[config.mk]
export PLATFORM = sky130hd
export DESIGN_NAME = alu_wide_sequencer
export DESIGN_NICKNAME = d
export VERILOG_FILES = /design/src/rtl/alu_seq_pkg.sv /design/src/rtl/alu_seq_collect.sv /design/src/rtl/alu_wide_sequencer.sv
export SDC_FILE = /design/constraint.sdc
export NUM_CORES = 1
export LEC_CHECK = 0
export ABC_CLOCK_PERIOD_IN_PS = 3200
export CAP_MARGIN = 20
export CELL_PAD_IN_SITES_DETAIL_PLACEMENT = 1
export CELL_PAD_IN_SITES_GLOBAL_PLACEMENT = 2
export CORE_ASPECT_RATIO = 0.9
export CORE_MARGIN = 1.5
export CORE_UTILIZATION = 30
export CTS_BUF_LIST = sky130_fd_sc_hd__clkbuf_8
export DETAILED_ROUTE_END_ITERATION = 10
export PLACE_DENSITY = 0.91
export SETUP_SLACK_MARGIN = 0.4
export SYNTH_ARGS = -nofsm -noshare
export SYNTH_HDL_FRONTEND = slang
export SYNTH_SLANG_ARGS = --single-unit
[constraint.sdc]
create_clock -name i_clk -period 3.2 [get_ports i_clk]
set_clock_uncertainty 0.15 [all_clocks]
set_input_delay 0.32 -clock i_clk [delete_from_list [all_inputs] [get_ports i_clk]]
set_output_delay 0.32 -clock i_clk [all_outputs]
set_load 0.05 [all_outputs]
[src/rtl/alu_seq_pkg.sv]
// Shared opcodes, FSM state type and opcode-class helpers for the wide ALU sequencer.
package alu_seq_pkg;

   localparam logic [2:0] OP_ADD  = 3'b000;
   localparam logic [2:0] OP_ADDC = 3'b001;
   localparam logic [2:0] OP_AND  = 3'b010;
   localparam logic [2:0] OP_OR   = 3'b011;
   localparam logic [2:0] OP_XOR  = 3'b100;
   localparam logic [2:0] OP_GT   = 3'b101;
   localparam logic [2:0] OP_SHLA = 3'b110;
   localparam logic [2:0] OP_SHLB = 3'b111;

   typedef enum logic [1:0] {
      IDLE  = 2'd0,
      ISSUE = 2'd1,
      DONE  = 2'd2
   } seq_state_t;

   function automatic logic is_add(input logic [2:0] op);
      return (op == OP_ADD) || (op == OP_ADDC);
   endfunction

   function automatic logic is_shift(input logic [2:0] op);
      return (op == OP_SHLA) || (op == OP_SHLB);
   endfunction

endpackage

[src/rtl/alu_seq_collect.sv]
// Per-byte write-back: accumulates result bytes, chains the carry/shift bit between
// bytes and merges the LSB-first compare state into a wide A>B.
module alu_seq_collect
   import alu_seq_pkg::*;
#(
   parameter  int unsigned NBYTES = 4,
   localparam int unsigned KW     = (NBYTES > 1) ? $clog2(NBYTES) : 1
) (
   input  logic                   clk,
   input  logic                   rst_n,
   input  logic                   load,
   input  logic                   init_bit,
   input  logic                   en,
   input  logic [KW-1:0]          k,
   input  logic [2:0]             opcode,
   input  logic [7:0]             a_byte,
   input  logic [7:0]             b_byte,
   input  logic [7:0]             alu_out,
   input  logic                   alu_carry_out,
   output logic                   chain,
   output logic [NBYTES-1:0][7:0] result_c,
   output logic                   carry_c,
   output logic                   gt_c
);

   logic [NBYTES-1:0][7:0] acc;
   logic                   gt_q;
   logic                   byte_gt;
   logic [7:0]             byte_res;
   logic                   chain_next;

   // Higher bytes override lower ones, so an unequal byte decides and an equal one keeps gt.
   always_comb begin
      byte_gt    = (opcode == OP_GT) ? alu_out[0] : (a_byte > b_byte);
      gt_c       = (a_byte != b_byte) ? byte_gt : gt_q;
      byte_res   = is_shift(opcode) ? (alu_out | {7'b0, chain}) : alu_out;
      chain_next = 1'b0;
      if (is_add(opcode)) begin
         chain_next = alu_carry_out;
      end else if (opcode == OP_SHLA) begin
         chain_next = a_byte[7];
      end else if (opcode == OP_SHLB) begin
         chain_next = b_byte[7];
      end
      carry_c     = chain_next;
      result_c    = acc;
      result_c[k] = byte_res;
   end

   always_ff @(posedge clk) begin
      if (!rst_n) begin
         acc   <= '0;
         gt_q  <= 1'b0;
         chain <= 1'b0;
      end else if (load) begin
         acc   <= '0;
         gt_q  <= 1'b0;
         chain <= init_bit;
      end else if (en) begin
         acc   <= result_c;
         gt_q  <= gt_c;
         chain <= chain_next;
      end
   end

endmodule

[src/rtl/alu_wide_sequencer.sv]
// Drives an external 8-bit ALU one byte per cycle (LSB first) to execute an NBYTES-wide op.
// Optional feature macro: ALU_SEQ_ZERO_FLAG_EN adds the registered o_zero result flag.
module alu_wide_sequencer
   import alu_seq_pkg::*;
#(
   parameter int unsigned NBYTES = 4
) (
   input  logic                  i_clk,
   input  logic                  i_rst_n,
   input  logic                  i_valid,
   output logic                  o_ready,
   input  logic [2:0]            i_opcode,
   input  logic [8*NBYTES-1:0]   i_a,
   input  logic [8*NBYTES-1:0]   i_b,
   input  logic                  i_carry_in,
   output logic [7:0]            o_alu_a,
   output logic [7:0]            o_alu_b,
   output logic [2:0]            o_alu_opcode,
   output logic                  o_alu_carry_in,
   input  logic [7:0]            i_alu_out,
   input  logic                  i_alu_carry_out,
   output logic                  o_valid,
   input  logic                  i_ready,
   output logic [8*NBYTES-1:0]   o_result,
   output logic                  o_carry_out,
   output logic                  o_gt
`ifdef ALU_SEQ_ZERO_FLAG_EN
   ,
   output logic                  o_zero
`endif
);

   localparam int unsigned W  = 8 * NBYTES;
   localparam int unsigned KW = (NBYTES > 1) ? $clog2(NBYTES) : 1;
   localparam logic [KW-1:0] K_LAST = KW'(NBYTES - 1);

   seq_state_t             state;
   seq_state_t             state_next;
   logic [NBYTES-1:0][7:0] a_q;
   logic [NBYTES-1:0][7:0] b_q;
   logic [2:0]             op_q;
   logic [KW-1:0]          k;
   logic                   accept;
   logic                   issue;
   logic                   last_byte;
   logic                   chain;
   logic [NBYTES-1:0][7:0] result_c;
   logic                   carry_c;
   logic                   gt_c;
   logic [W-1:0]           final_c;

   always_ff @(posedge i_clk) begin
      if (!i_rst_n) begin
         state <= IDLE;
      end else begin
         state <= state_next;
      end
   end

   // DONE with a waiting request chains straight into the next ISSUE.
   always_comb begin
      state_next = state;
      case (state)
         IDLE:    if (i_valid) state_next = ISSUE;
         ISSUE:   if (k == K_LAST) state_next = DONE;
         DONE:    if (i_ready) state_next = i_valid ? ISSUE : IDLE;
         default: state_next = IDLE;
      endcase
   end

   always_comb begin
      o_ready        = (state == IDLE) || ((state == DONE) && i_ready);
      accept         = i_valid && o_ready;
      issue          = (state == ISSUE);
      last_byte      = issue && (k == K_LAST);
      o_alu_a        = 8'h00;
      o_alu_b        = 8'h00;
      o_alu_opcode   = 3'b000;
      o_alu_carry_in = 1'b0;
      if (issue) begin
         o_alu_a = a_q[k];
         o_alu_b = b_q[k];
         if (is_add(op_q)) begin
            o_alu_opcode   = chain ? OP_ADDC : OP_ADD;
            o_alu_carry_in = chain;
         end else begin
            o_alu_opcode = op_q;
         end
      end
   end

   alu_seq_collect #(.NBYTES(NBYTES)) u_collect (
      .clk           (i_clk),
      .rst_n         (i_rst_n),
      .load          (accept),
      .init_bit      ((i_opcode == OP_ADDC) && i_carry_in),
      .en            (issue),
      .k             (k),
      .opcode        (op_q),
      .a_byte        (a_q[k]),
      .b_byte        (b_q[k]),
      .alu_out       (i_alu_out),
      .alu_carry_out (i_alu_carry_out),
      .chain         (chain),
      .result_c      (result_c),
      .carry_c       (carry_c),
      .gt_c          (gt_c)
   );

   // Compare reports only the wide gt bit in the result.
   assign final_c = (op_q == OP_GT) ? W'(gt_c) : result_c;

   always_ff @(posedge i_clk) begin
      if (!i_rst_n) begin
         k           <= '0;
         a_q         <= '0;
         b_q         <= '0;
         op_q        <= OP_ADD;
         o_valid     <= 1'b0;
         o_result    <= '0;
         o_carry_out <= 1'b0;
         o_gt        <= 1'b0;
`ifdef ALU_SEQ_ZERO_FLAG_EN
         o_zero      <= 1'b0;
`endif
      end else begin
         o_valid <= (state_next == DONE);
         if (accept) begin
            k    <= '0;
            a_q  <= i_a;
            b_q  <= i_b;
            op_q <= i_opcode;
         end else if (issue) begin
            k <= k + KW'(1);
         end
         if (last_byte) begin
            o_result    <= final_c;
            o_carry_out <= carry_c;
            o_gt        <= gt_c;
`ifdef ALU_SEQ_ZERO_FLAG_EN
            o_zero      <= (final_c == '0);
`endif
         end
      end
   end

endmodule

==> results of run 1 <==
==> what timing repair did <==
action | CTS | global route
pin swaps | 0 | 1
setup endpoints to repair | 4 | 3
buffers inserted | 0 | 0
resized for setup | 4 | 3
==> area by class of cell <==
| cell class | instances | area share [%] |
|---|---|---|
| clock buffer | 18 | 3.231 |
| clock inverter | 14 | 2.611 |
| inverter | 13 | 0.6364 |
| multi-input combinational | 475 | 35.97 |
| sequential | 132 | 34.48 |
| tap | 245 | 3.998 |
| timing repair buffer | 151 | 19.08 |
==> Yosys cell counts, types with 2 or more instances <==
cell,n,area [um2]
sky130_fd_sc_hd__buf_1,4,15.01
sky130_fd_sc_hd__ha_1,12,150.1
sky130_fd_sc_hd__or2_2,3,18.77
sky130_fd_sc_hd__a21o_1,2,15.01
sky130_fd_sc_hd__nand4_1,3,18.77
sky130_fd_sc_hd__and2_1,4,25.02
sky130_fd_sc_hd__mux2_2,4,45.04
sky130_fd_sc_hd__dfxtp_1,132,2643
sky130_fd_sc_hd__mux4_1,4,105.1
sky130_fd_sc_hd__nor2_1,76,285.3
sky130_fd_sc_hd__clkbuf_1,38,142.6
sky130_fd_sc_hd__a22oi_1,10,75.07
sky130_fd_sc_hd__nand2_1,151,566.8
sky130_fd_sc_hd__mux4_2,11,247.7
sky130_fd_sc_hd__buf_4,3,22.52
sky130_fd_sc_hd__inv_1,13,48.80
sky130_fd_sc_hd__o21ai_0,6,30.03
sky130_fd_sc_hd__nand3_1,2,10.01
sky130_fd_sc_hd__a21oi_1,101,505.5
sky130_fd_sc_hd__mux2i_1,20,200.2
sky130_fd_sc_hd__a32oi_1,2,17.52
sky130_fd_sc_hd__buf_2,8,40.04
sky130_fd_sc_hd__nor3_1,23,115.1
sky130_fd_sc_hd__nor2b_1,10,62.56
sky130_fd_sc_hd__a211oi_1,19,142.6
==> metal layers <==
layer  wire length (um)  vias to the layer above  track usage, %
met5                  0                        -               0
met1               8595                     2426           25.65
met2               7813                      107           27.67
met4                247                        0           5.831
met3                696                       20           4.144
li1                   -                     2518               -
==> worst min path at each step <==
stage	start	endpoint	slack, ns	depth (start not counted)
floorplan	a_q[10]	a_q[10]	0.28	2
global placement	u_collect.acc[16]	u_collect.acc[16]	0.29	2
CTS	i_a[14]	a_q[14]	0.23	3
finish	i_b[30]	b_q[30]	0.25	3
detailed placement	u_collect.acc[16]	u_collect.acc[16]	0.30	2
global route	i_b[9]	b_q[9]	0.23	3
==> where the power goes <==
group,switching (W),internal (W),leakage [nW]
sequential,0.0000495,0.00171,1.08
combinational,0.000305,0.000247,1.53
clock,0.000721,0.000878,0.216
==> flip-flops by register name, indices dropped and copies added, names as in the netlist <==
name and cells:
k 2, state 2, o_carry_out 1, o_result 32, a_q 32, u_collect.chain 1, u_collect.acc 24, b_q 32
o_gt 1, o_valid 1, op_q 3, u_collect.gt_q 1
==> kinds of logic after synthesis <==
kind of cell               Yosys count
adders and majority gates           12
AOI/OAI and AO/OA                  148
buffers and inverters               68
DFF                                132
and+or+nand+nor                    275
muxes                               39
xor gates and xnor gates             1
==> critical path, cell delays in order (launching register included) <==
cell,delay (ns)
sky130_fd_sc_hd__dfxtp_1,0.39
sky130_fd_sc_hd__nand2b_1,0.32
sky130_fd_sc_hd__nor2_1,0.24
sky130_fd_sc_hd__clkdlybuf4s50_1,0.83
==> metrics by stage <==
step / util [%] / instances / hold WS, ns
after global placement: 39.04 / 1016 / 0.2891
after global routing: 41.52 / 1048 / 0.2276
after detailed placement: 39.04 / 1016 / 0.2960
after floorplan: - / 675 / 0.2815
final: 41.52 / 1048 / 0.2507
after CTS: 41.48 / 1048 / 0.2309
==> impl_metrics.env, run 1 <==
export IMPL_outcome="finished, final reports clean"
export IMPL_multi_input_combinational_cell_area_mm2=0.002758
export IMPL_timing_hold_worst_class="in -> reg"
export IMPL_height_of_the_die_um=133.4
export IMPL_timing_critical_path_to_type="output pin"
export IMPL_finalCriticalPeriod_ns=2.707
export IMPL_worst_r2r_setup_slack_ns=0.55
export IMPL_worstPathMaxFanout=8
export IMPL_synth_simple_area_share_pct=19.85
export IMPL_buffer_ports_inserted=136
export IMPL_number_of_nets_in_the_layout=883
export IMPL_worst_setup_path_startpoint="state[1]"
export IMPL_grt_total_usage_pct=18.23
export IMPL_reg_area_mm2=0.002644
export IMPL_post_synth_num_cell_types=39
export IMPL_cts_hold_buf=0
export IMPL_post_dp_hpwl_um=12680
export IMPL_gp_congestion=0.8032
export IMPL_mappedNetlistArea_mm2=0.005665
export IMPL_die_area_mm2=0.01972
export IMPL_dominant_combinational_cell_family_by_area_after_synthesis="simple AND/OR/NAND/NOR gates"
export IMPL_final_antenna_net_count=0
export IMPL_achievable_frequency_mhz=369.4
export IMPL_finalCritPeriodShare_pct=84.59
export IMPL_synth_edff_count=0
export IMPL_initial_core_util_pct=30.68
export IMPL_critPathArrivalTime_ns=2.24
export IMPL_synth_async_sr_flop_share_pct=0
export IMPL_layout_cells_most_common="sky130_fd_sc_hd__nand2_1"
export IMPL_synth_yosys_seq_area_share_pct=46.64
export IMPL_cts_sinks=132
export IMPL_drv_max_cap_violation_count=0
export IMPL_die_w_um=147.9
export IMPL_drv_slew=0
export IMPL_tritoncts="yes"
export IMPL_layout_common_cells="150 x sky130_fd_sc_hd__nand2_1, 131 x sky130_fd_sc_hd__dfxtp_1, 119 x sky130_fd_sc_hd__clkdlybuf4s50_1"
export IMPL_ctsHtreeMaxLevel=4
export IMPL_worstSkewPairLatency_ns=0.46
export IMPL_leak_pwr_nw=2.828
export IMPL_synth_nets=768
export IMPL_finalSetupTns_ns=0
export IMPL_vias_per_cell=4.839
export IMPL_antennaDiodeCount=0
export IMPL_initialDrtViolationCount=278
export IMPL_cp_endpoint="o_alu_carry_in"
export IMPL_reg2reg_from="k[0]"
export IMPL_antenna_violations_before_repair=0
export IMPL_rr_worst_depth=7
export IMPL_yosysWarningCount=0
export IMPL_area_fraction_in_compound_gates_after_synthesis_pct=15.11
export IMPL_pd_cells_mw_per_mm2=510.5
export IMPL_max_slew_margin_rel_pct=52.82
export IMPL_cts_bufs_inserted=17
export IMPL_number_of_global_route_vias_before_repair=5067
export IMPL_ir_worst_vdd_mv=0.2403
export IMPL_grt_setup_unrepaired="false"
export IMPL_clkSlewWorstSetupHoldPaths_ns=0.08
export IMPL_postPlaceCellArea_mm2=0.007208
export IMPL_post_layout_total_power_w=0.003914
export IMPL_finalSetupViolCount=0
export IMPL_final_setup_worst_slack_ns=0.4931
export IMPL_grt_pass1_wl_um=27810
export IMPL_grt_max_degree=63
export IMPL_slew_of_the_pin_with_the_lowest_slew_margin_ns=0.7067
export IMPL_ctsRootBufferMaster="sky130_fd_sc_hd__clkbuf_8"
export IMPL_number_of_rows_created_at_floorplan=47
export IMPL_yosys_most_used_dff="sky130_fd_sc_hd__dfxtp_1"
export IMPL_postSynthAreaPerCell_um2=8.393
export IMPL_clockBufferDepth=2
export IMPL_synthXorXnorAreaFrac_pct=0.1546
export IMPL_num_vias=5071
export IMPL_synthesis_instances=675
export IMPL_rr_endpoint="u_collect.gt_q"
export IMPL_grt_ovfl_total=0
export IMPL_synth_mux_area_fraction_pct=10.56
export IMPL_syn_to_final_growth_pct=35.34
export IMPL_worstPathRequired_ns=2.73
export IMPL_critPathKind="reg -> out"
export IMPL_hold_viol_final=0
export IMPL_routed_wire_length_per_instance_um=16.56
export IMPL_finalInstanceArea_mm2=0.007667
export IMPL_yosys_register_bits=132
export IMPL_drive_above_1_share_pct=10.96
export IMPL_num_io_pins=137
export IMPL_fillCellCount=2160
export IMPL_drc=0
export IMPL_detailedPlace_worstSlack_ns=0.2327
export IMPL_synth_adder_area_share_pct=2.650
export IMPL_critPathLaunchType="register"
export IMPL_finalWirelength_um=17350
export IMPL_core_mm2=0.01847
export IMPL_drt_pass1_iter_count=4
Power figures use the tool's default switching activity.
==> run 2: changes to the inputs <==
- ABC_CLOCK_PERIOD_IN_PS: 3200 -> 2600
- clock period: 3.2 -> 2.6 ns (I/O delays scaled with it)
==> run 2 against run 1 <==
Cell count is 1.5% higher. Non-clock buffer count increased by 16. Sequential share of layout area down 2.1 points. Largest power group unchanged.
==> impl_metrics.env, run 2 (same netlist as run 1, synthesis figures left out) <==
export IMPL_finalSetupViolCount=0
export IMPL_grt_ovfl_total=0
export IMPL_hold_viol_final=0
export IMPL_timing_hold_worst_class="in -> reg"
export IMPL_grt_max_degree=54
export IMPL_grt_pass1_wl_um=28480
export IMPL_critPathLaunchType="register"
export IMPL_drc=0
export IMPL_grt_setup_unrepaired="true"
export IMPL_finalCritPeriodShare_pct=94.32
export IMPL_layout_cells_most_common="sky130_fd_sc_hd__nand2_1"
export IMPL_vias_per_cell=4.864
export IMPL_worstPathRequired_ns=2.84
export IMPL_ir_worst_vdd_mv=0.3343
export IMPL_worstPathMaxFanout=5
export IMPL_finalCriticalPeriod_ns=2.452
export IMPL_layout_common_cells="150 x sky130_fd_sc_hd__nand2_1, 130 x sky130_fd_sc_hd__dfxtp_1, 115 x sky130_fd_sc_hd__clkdlybuf4s50_1"
export IMPL_number_of_nets_in_the_layout=899
export IMPL_antennaDiodeCount=0
export IMPL_drive_above_1_share_pct=18.07
export IMPL_tritoncts="yes"
export IMPL_final_antenna_net_count=0
export IMPL_finalSetupTns_ns=0
export IMPL_buffer_ports_inserted=136
export IMPL_pd_cells_mw_per_mm2=601.8
export IMPL_seq_power_share_pct=44.2
export IMPL_antenna_violations_before_repair=0
export IMPL_cts_sinks=132
export IMPL_initial_core_util_pct=30.68
export IMPL_num_io_pins=137
export IMPL_core_mm2=0.01847
export IMPL_p_comb_share_pct=16.5
export IMPL_slew_of_the_pin_with_the_lowest_slew_margin_ns=0.5545
export IMPL_postPlaceCellArea_mm2=0.007371
export IMPL_ctsRootBufferMaster="sky130_fd_sc_hd__clkbuf_8"
export IMPL_finalWirelength_um=18210
export IMPL_clockBufferDepth=2
export IMPL_max_slew_margin_rel_pct=62.92
export IMPL_cts_hold_buf=0
export IMPL_p_int_w=0.003544
export IMPL_num_vias=5175
export IMPL_die_area_mm2=0.01972
export IMPL_share_clk_of_total_power_pct=39.3
export IMPL_height_of_the_die_um=133.4
export IMPL_drv_max_cap_violation_count=0
export IMPL_leak_pwr_nw=2.950
export IMPL_finalInstanceArea_mm2=0.008178
export IMPL_number_of_rows_created_at_floorplan=47
export IMPL_netSwitchingPower_w=0.001378
export IMPL_gp_congestion=0.7948
export IMPL_clkSlewWorstSetupHoldPaths_ns=0.08
export IMPL_critPathKind="reg -> reg"
export IMPL_timing_critical_path_to_type="register"
export IMPL_routed_wire_length_per_instance_um=17.12
export IMPL_reg_largest_list="a_q x32, b_q x32, o_result x32"
export IMPL_syn_to_final_growth_pct=44.35
export IMPL_p_sw_share_pct=28.00
export IMPL_die_w_um=147.9
export IMPL_critPathArrivalTime_ns=2.69
export IMPL_outcome="finished, final reports clean"
export IMPL_drv_slew=0
export IMPL_worstSkewPairLatency_ns=0.46
export IMPL_post_dp_hpwl_um=12710
export IMPL_number_of_global_route_vias_before_repair=5197
export IMPL_initialDrtViolationCount=316
export IMPL_drt_pass1_iter_count=5
export IMPL_cts_bufs_inserted=17
export IMPL_grt_total_usage_pct=18.65
export IMPL_achievable_frequency_mhz=407.8
export IMPL_ctsHtreeMaxLevel=4
-- run 2: through the flow --
step                utilization, %  std cells  total power [W]  worst slack (ns)  hold slack [ns]
floorplan                        -        675         0.002638            0.2225           0.2460
global placement             39.92       1019         0.002917           0.09931           0.2888
detailed placement           39.92       1019         0.002934           0.03216           0.2985
CTS                          43.60       1057         0.004930            0.1516           0.1792
global route                 44.29       1064         0.005143           0.05151           0.1852
finish                       44.29       1064         0.004922            0.1476           0.1990
-- run 2: power groups by stage --
stage,Sequential [W],Combinational (W),Clock [W]
floorplan,0.00219,0.000446,0
global placement,0.00222,0.000700,0
detailed placement,0.00222,0.000717,0
CTS,0.00217,0.000779,0.00198
global route,0.00218,0.000885,0.00207
finish,0.00217,0.000813,0.00193
-- run 2: layout make-up --
class	count	area, um2
fill	2144	10290
clock buffer	17	234.0
sequential	132	2650
tap	245	306.5
inverter	13	55.05
clock inverter	15	205.2
timing repair buffer	167	1760
multi-input combinational	475	2967
-- run 2: worst paths after layout --
kind	to	slack [ns]	start	cells past startpoint
worst min-delay path	b_q[10]	0.20	i_b[10]	3
worst min register to register	b_q[4]	0.31	b_q[4]	2
worst max-delay path	o_result[0]	0.15	k[0]	8
worst max register to register	o_result[0]	0.15	k[0]	8
-- run 2: per-layer routing --
metal / track usage, % / vias up / routed length (um)
met5: 0 / - / 0
met4: 5.721 / 0 / 278
met3: 4.178 / 18 / 680
met2: 29.62 / 112 / 8527
met1: 25.28 / 2490 / 8727
li1: - / 2555 / -
-- run 2: repair_timing --
action / CTS / global route
buffers inserted: 5 / 7
endpoints found under the setup margin: 21 / 44
pin swaps: 11 / 7
cloned: 1 / 0
resized for setup: 55 / 21
endpoints found under the hold margin: 0 / 0
-- run 2: critical path: stages, from the launching register on --
cell and delay (ns):
sky130_fd_sc_hd__dfxtp_4 0.41, sky130_fd_sc_hd__buf_12 0.13, sky130_fd_sc_hd__mux4_2 0.56, sky130_fd_sc_hd__ha_4 0.30, sky130_fd_sc_hd__nand4_1 0.18, sky130_fd_sc_hd__nor2_4 0.19
sky130_fd_sc_hd__mux2i_1 0.09, sky130_fd_sc_hd__a211o_1 0.25, sky130_fd_sc_hd__a21oi_1 0.11
==> run 3: changes to the inputs <==
- CORE_UTILIZATION: 30 -> 32
- PLACE_DENSITY: 0.91 -> 0.89
- SYNTH_HIERARCHICAL: not set -> 1
==> run 3 against run 2 <==
The flow now finishes with violations (setup timing). Die area increased by 4.9%. Combinational power rose by 10%. Sequential share of layout area fell by 0.48 points. Worst hold slack worse by 0.083 ns. Largest cell class unchanged. Setup slack worse by 0.28 ns. Non-clock buffer count down 2. Routed wire length up 7.9%. Critical path depth is 2 higher. Area after synthesis is 12% higher. Total power increased by 1.4%.
==> impl_metrics.env, run 3 <==
export IMPL_slew_of_the_pin_with_the_lowest_slew_margin_ns=0.5457
export IMPL_pd_cells_mw_per_mm2=567.0
export IMPL_finalCriticalPeriod_ns=2.735
export IMPL_number_of_global_route_vias_before_repair=5600
export IMPL_ys_top_cells_by_count="145 x sky130_fd_sc_hd__nand2_1, 140 x sky130_fd_sc_hd__dfxtp_1, 97 x sky130_fd_sc_hd__mux2i_1, 47 x sky130_fd_sc_hd__nor2_1, 31 x sky130_fd_sc_hd__a22o_1"
export IMPL_finalSetupViolCount=2
export IMPL_synth_mux_area_fraction_pct=26.31
export IMPL_reg2reg_from="k[0]"
export IMPL_drc=0
export IMPL_critPathArrivalTime_ns=2.96
export IMPL_area_fraction_in_compound_gates_after_synthesis_pct=6.923
export IMPL_hold_viol_final=0
export IMPL_die_w_um=151.4
export IMPL_yosys_register_bits=140
export IMPL_ir_worst_vdd_mv=0.3222
export IMPL_finalCritPeriodShare_pct=105.2
export IMPL_num_io_pins=137
export IMPL_p_int_w=0.003584
export IMPL_achievable_frequency_mhz=365.7
export IMPL_synth_most_common_cell="sky130_fd_sc_hd__nand2_1"
export IMPL_mappedNetlistArea_mm2=0.006344
export IMPL_grt_ovfl_total=0
export IMPL_routed_wire_length_per_instance_um=18.76
export IMPL_rr_worst_depth=10
export IMPL_finalSetupTns_ns=-0.1733
export IMPL_postPlaceCellArea_mm2=0.008102
export IMPL_tritoncts="yes"
export IMPL_crit_path_cell_trace="buf_6 -> mux4_2 -> inv_1 -> ha_1 -> o211ai_1 -> a21oi_2 -> o22ai_2 -> o21ai_2 -> mux2i_1 -> a311oi_1"
export IMPL_initial_core_util_pct=32.90
export IMPL_gp_congestion=0.8774
export IMPL_area_share_of_the_largest_cell_type_after_synthesis_pct=44.18
export IMPL_worstSkewPairLatency_ns=0.47
export IMPL_finalInstanceArea_mm2=0.008806
export IMPL_failing_checks="setup timing"
export IMPL_final_antenna_net_count=0
export IMPL_critPathLaunchType="register"
export IMPL_worstPathRequired_ns=2.82
export IMPL_drive_above_1_share_pct=20.60
export IMPL_layout_cells_most_common="sky130_fd_sc_hd__nand2_1"
export IMPL_synth_nets=735
export IMPL_worst_r2r_setup_slack_ns=-0.13
export IMPL_synthXorXnorAreaFrac_pct=0.1381
export IMPL_netSwitchingPower_w=0.001409
export IMPL_drv_slew=0
export IMPL_timing_critical_path_to_type="register"
export IMPL_synth_simple_area_share_pct=16.02
export IMPL_p_sw_share_pct=28.21
export IMPL_die_area_mm2=0.02068
export IMPL_yosysWarningCount=6
export IMPL_outcome="finished, violations left"
export IMPL_layout_common_cells="145 x sky130_fd_sc_hd__nand2_1, 137 x sky130_fd_sc_hd__dfxtp_1, 114 x sky130_fd_sc_hd__clkdlybuf4s50_1"
export IMPL_grt_total_usage_pct=19.46
export IMPL_cp_endpoint="o_result[0]"
export IMPL_initialDrtViolationCount=342
export IMPL_reg_area_mm2=0.002811
export IMPL_number_of_nets_in_the_layout=874
export IMPL_antenna_violations_before_repair=1
export IMPL_drt_pass1_iter_count=4
export IMPL_cts_bufs_inserted=17
export IMPL_syn_to_final_growth_pct=38.82
export IMPL_synth_async_sr_flop_share_pct=0
export IMPL_finalWirelength_um=19640
export IMPL_synthesis_instances=645
export IMPL_buffer_ports_inserted=136
export IMPL_core_mm2=0.01928
export IMPL_timing_hold_worst_class="in -> reg"
export IMPL_grt_setup_unrepaired="true"
export IMPL_post_synth_num_cell_types=42
export IMPL_worst_setup_path_startpoint="k[0]"
export IMPL_clkSlewWorstSetupHoldPaths_ns=0.08
export IMPL_synth_yosys_seq_area_share_pct=44.18
export IMPL_synth_top_cells_by_area="sky130_fd_sc_hd__dfxtp_1 44%, sky130_fd_sc_hd__mux2i_1 15%, sky130_fd_sc_hd__nand2_1 8.6%, sky130_fd_sc_hd__mux4_2 5.7%, sky130_fd_sc_hd__a22o_1 4.3%"
export IMPL_grt_pass1_wl_um=30380
export IMPL_postSynthAreaPerCell_um2=9.835
export IMPL_height_of_the_die_um=136.6
export IMPL_post_dp_hpwl_um=13550
export IMPL_ctsRootBufferMaster="sky130_fd_sc_hd__clkbuf_8"
export IMPL_multi_input_combinational_cell_area_mm2=0.003397
export IMPL_crit_slowest_cell="sky130_fd_sc_hd__mux4_2"
export IMPL_worstPathMaxFanout=8
export IMPL_fillCellCount=2107
export IMPL_seq_power_share_pct=46.1
export IMPL_drv_max_cap_violation_count=0
export IMPL_share_clk_of_total_power_pct=36.0
export IMPL_synth_adder_area_share_pct=1.775
export IMPL_cts_sinks=140
export IMPL_clockBufferDepth=2
export IMPL_grt_max_degree=93
export IMPL_synth_edff_count=0
export IMPL_number_of_rows_created_at_floorplan=48
export IMPL_max_slew_margin_rel_pct=63.51
export IMPL_final_setup_worst_slack_ns=-0.1349
export IMPL_rr_endpoint="o_result[0]"
export IMPL_cp_max_stage_delay_ns=0.53
export IMPL_leak_pwr_nw=3.456
export IMPL_vias_per_cell=4.996
export IMPL_ctsHtreeMaxLevel=4
export IMPL_yosys_most_used_dff="sky130_fd_sc_hd__dfxtp_1"
export IMPL_p_comb_share_pct=17.9
export IMPL_dominant_combinational_cell_family_by_area_after_synthesis="multiplexers"
export IMPL_num_vias=5231
export IMPL_synth_top_area_cell="sky130_fd_sc_hd__dfxtp_1"
export IMPL_critPathKind="reg -> reg"
## run 3: cell types whose count changed after synthesis, sizes merged, moves of 8 or more
| cell | change |
|---|---|
| a211oi | -19 |
| a21oi | -88 |
| a22o | +31 |
| a22oi | -10 |
| and2 | +14 |
| buf | +13 |
| clkbuf | -22 |
| dfxtp | +8 |
| mux2 | +24 |
| mux2i | +77 |
| nor2 | -28 |
| nor3 | -16 |
## run 3: worst min-delay path by stage
| stage | slack, ns | cells after the start | to | start |
|---|---|---|---|---|
| after floorplan | 0.25 | 2 | a_q[0] | i_a[0] |
| after detailed placement | 0.30 | 2 | b_q[31] | b_q[31] |
| final | 0.12 | 2 | state[0] | i_rst_n |
| after global routing | 0.11 | 2 | state[0] | i_rst_n |
| after CTS | 0.11 | 2 | state[0] | i_rst_n |
| after global placement | 0.29 | 2 | b_q[0] | b_q[0] |
## run 3: power groups by stage
| stage | clock, W | sequential [W] | combinational, W |
|---|---|---|---|
| after CTS | 0.00184 | 0.00230 | 0.000844 |
| after floorplan | 0 | 0.00232 | 0.000489 |
| after global placement | 0 | 0.00235 | 0.000736 |
| after detailed placement | 0 | 0.00235 | 0.000772 |
| after global routing | 0.00192 | 0.00231 | 0.000955 |
| final | 0.00180 | 0.00230 | 0.000894 |
## run 3: kinds of logic after synthesis
kind of cell / count (synthesis)
buffers and inverters: 57
AO/OA/AOI/OAI: 59
AND/OR/NAND/NOR: 238
flip-flops: 140
XOR/XNOR: 1
multiplexers: 141
adder cells (fa/ha/maj): 9
## run 3: layout make-up
| cell class | instances | area share [%] |
|---|---|---|
| diodes | 1 | 0.02842 |
| repair buffers | 165 | 20.89 |
| clock inverters | 12 | 1.591 |
| inverters | 11 | 0.4689 |
| flip-flops and latches | 140 | 31.93 |
| well taps | 250 | 3.552 |
| multi-input cells | 449 | 38.58 |
| clock buffers | 19 | 2.970 |
## run 3: metrics by stage
stage	cells	total power, W	hold WS (ns)	setup WS, ns	utilization (%)
after floorplan	645	0.002805	0.2521	0.04718	-
after global placement	1001	0.003087	0.2936	0.06854	42.02
after detailed placement	1001	0.003122	0.2969	-0.1025	42.02
after CTS	1046	0.004979	0.1063	-0.01895	45.27
after global routing	1047	0.005190	0.1121	-0.2301	45.68
final	1047	0.004993	0.1161	-0.1349	45.68
## run 3: what timing repair did
item                                    4_1_cts  5_1_grt
resized for setup                            32       21
hold buffers                                  0        0
setup buffers                                13        0
endpoints found under the setup margin       40       53
cloned                                        1        0
endpoints found under the hold margin         0        0
pin swaps                                    12        8
## run 3: metal layers
layer	up-vias	global-route usage [%]	wire length, um	part of all wire (%)
met5	-	0	0	0
met2	125	31.19	9510	48
met4	0	6.149	371	1.9
met3	20	4.767	970	4.9
met1	2593	25.72	8792	45
li1	2493	-	-	-
## run 3: critical path: cells and delay by family (launching register included)
kind | cells | cell delay [ns]
fa+ha+maj | 1 | 0.22
mux | 2 | 0.63
flops | 1 | 0.43
compound gates | 5 | 0.95
buf+inv | 2 | 0.27
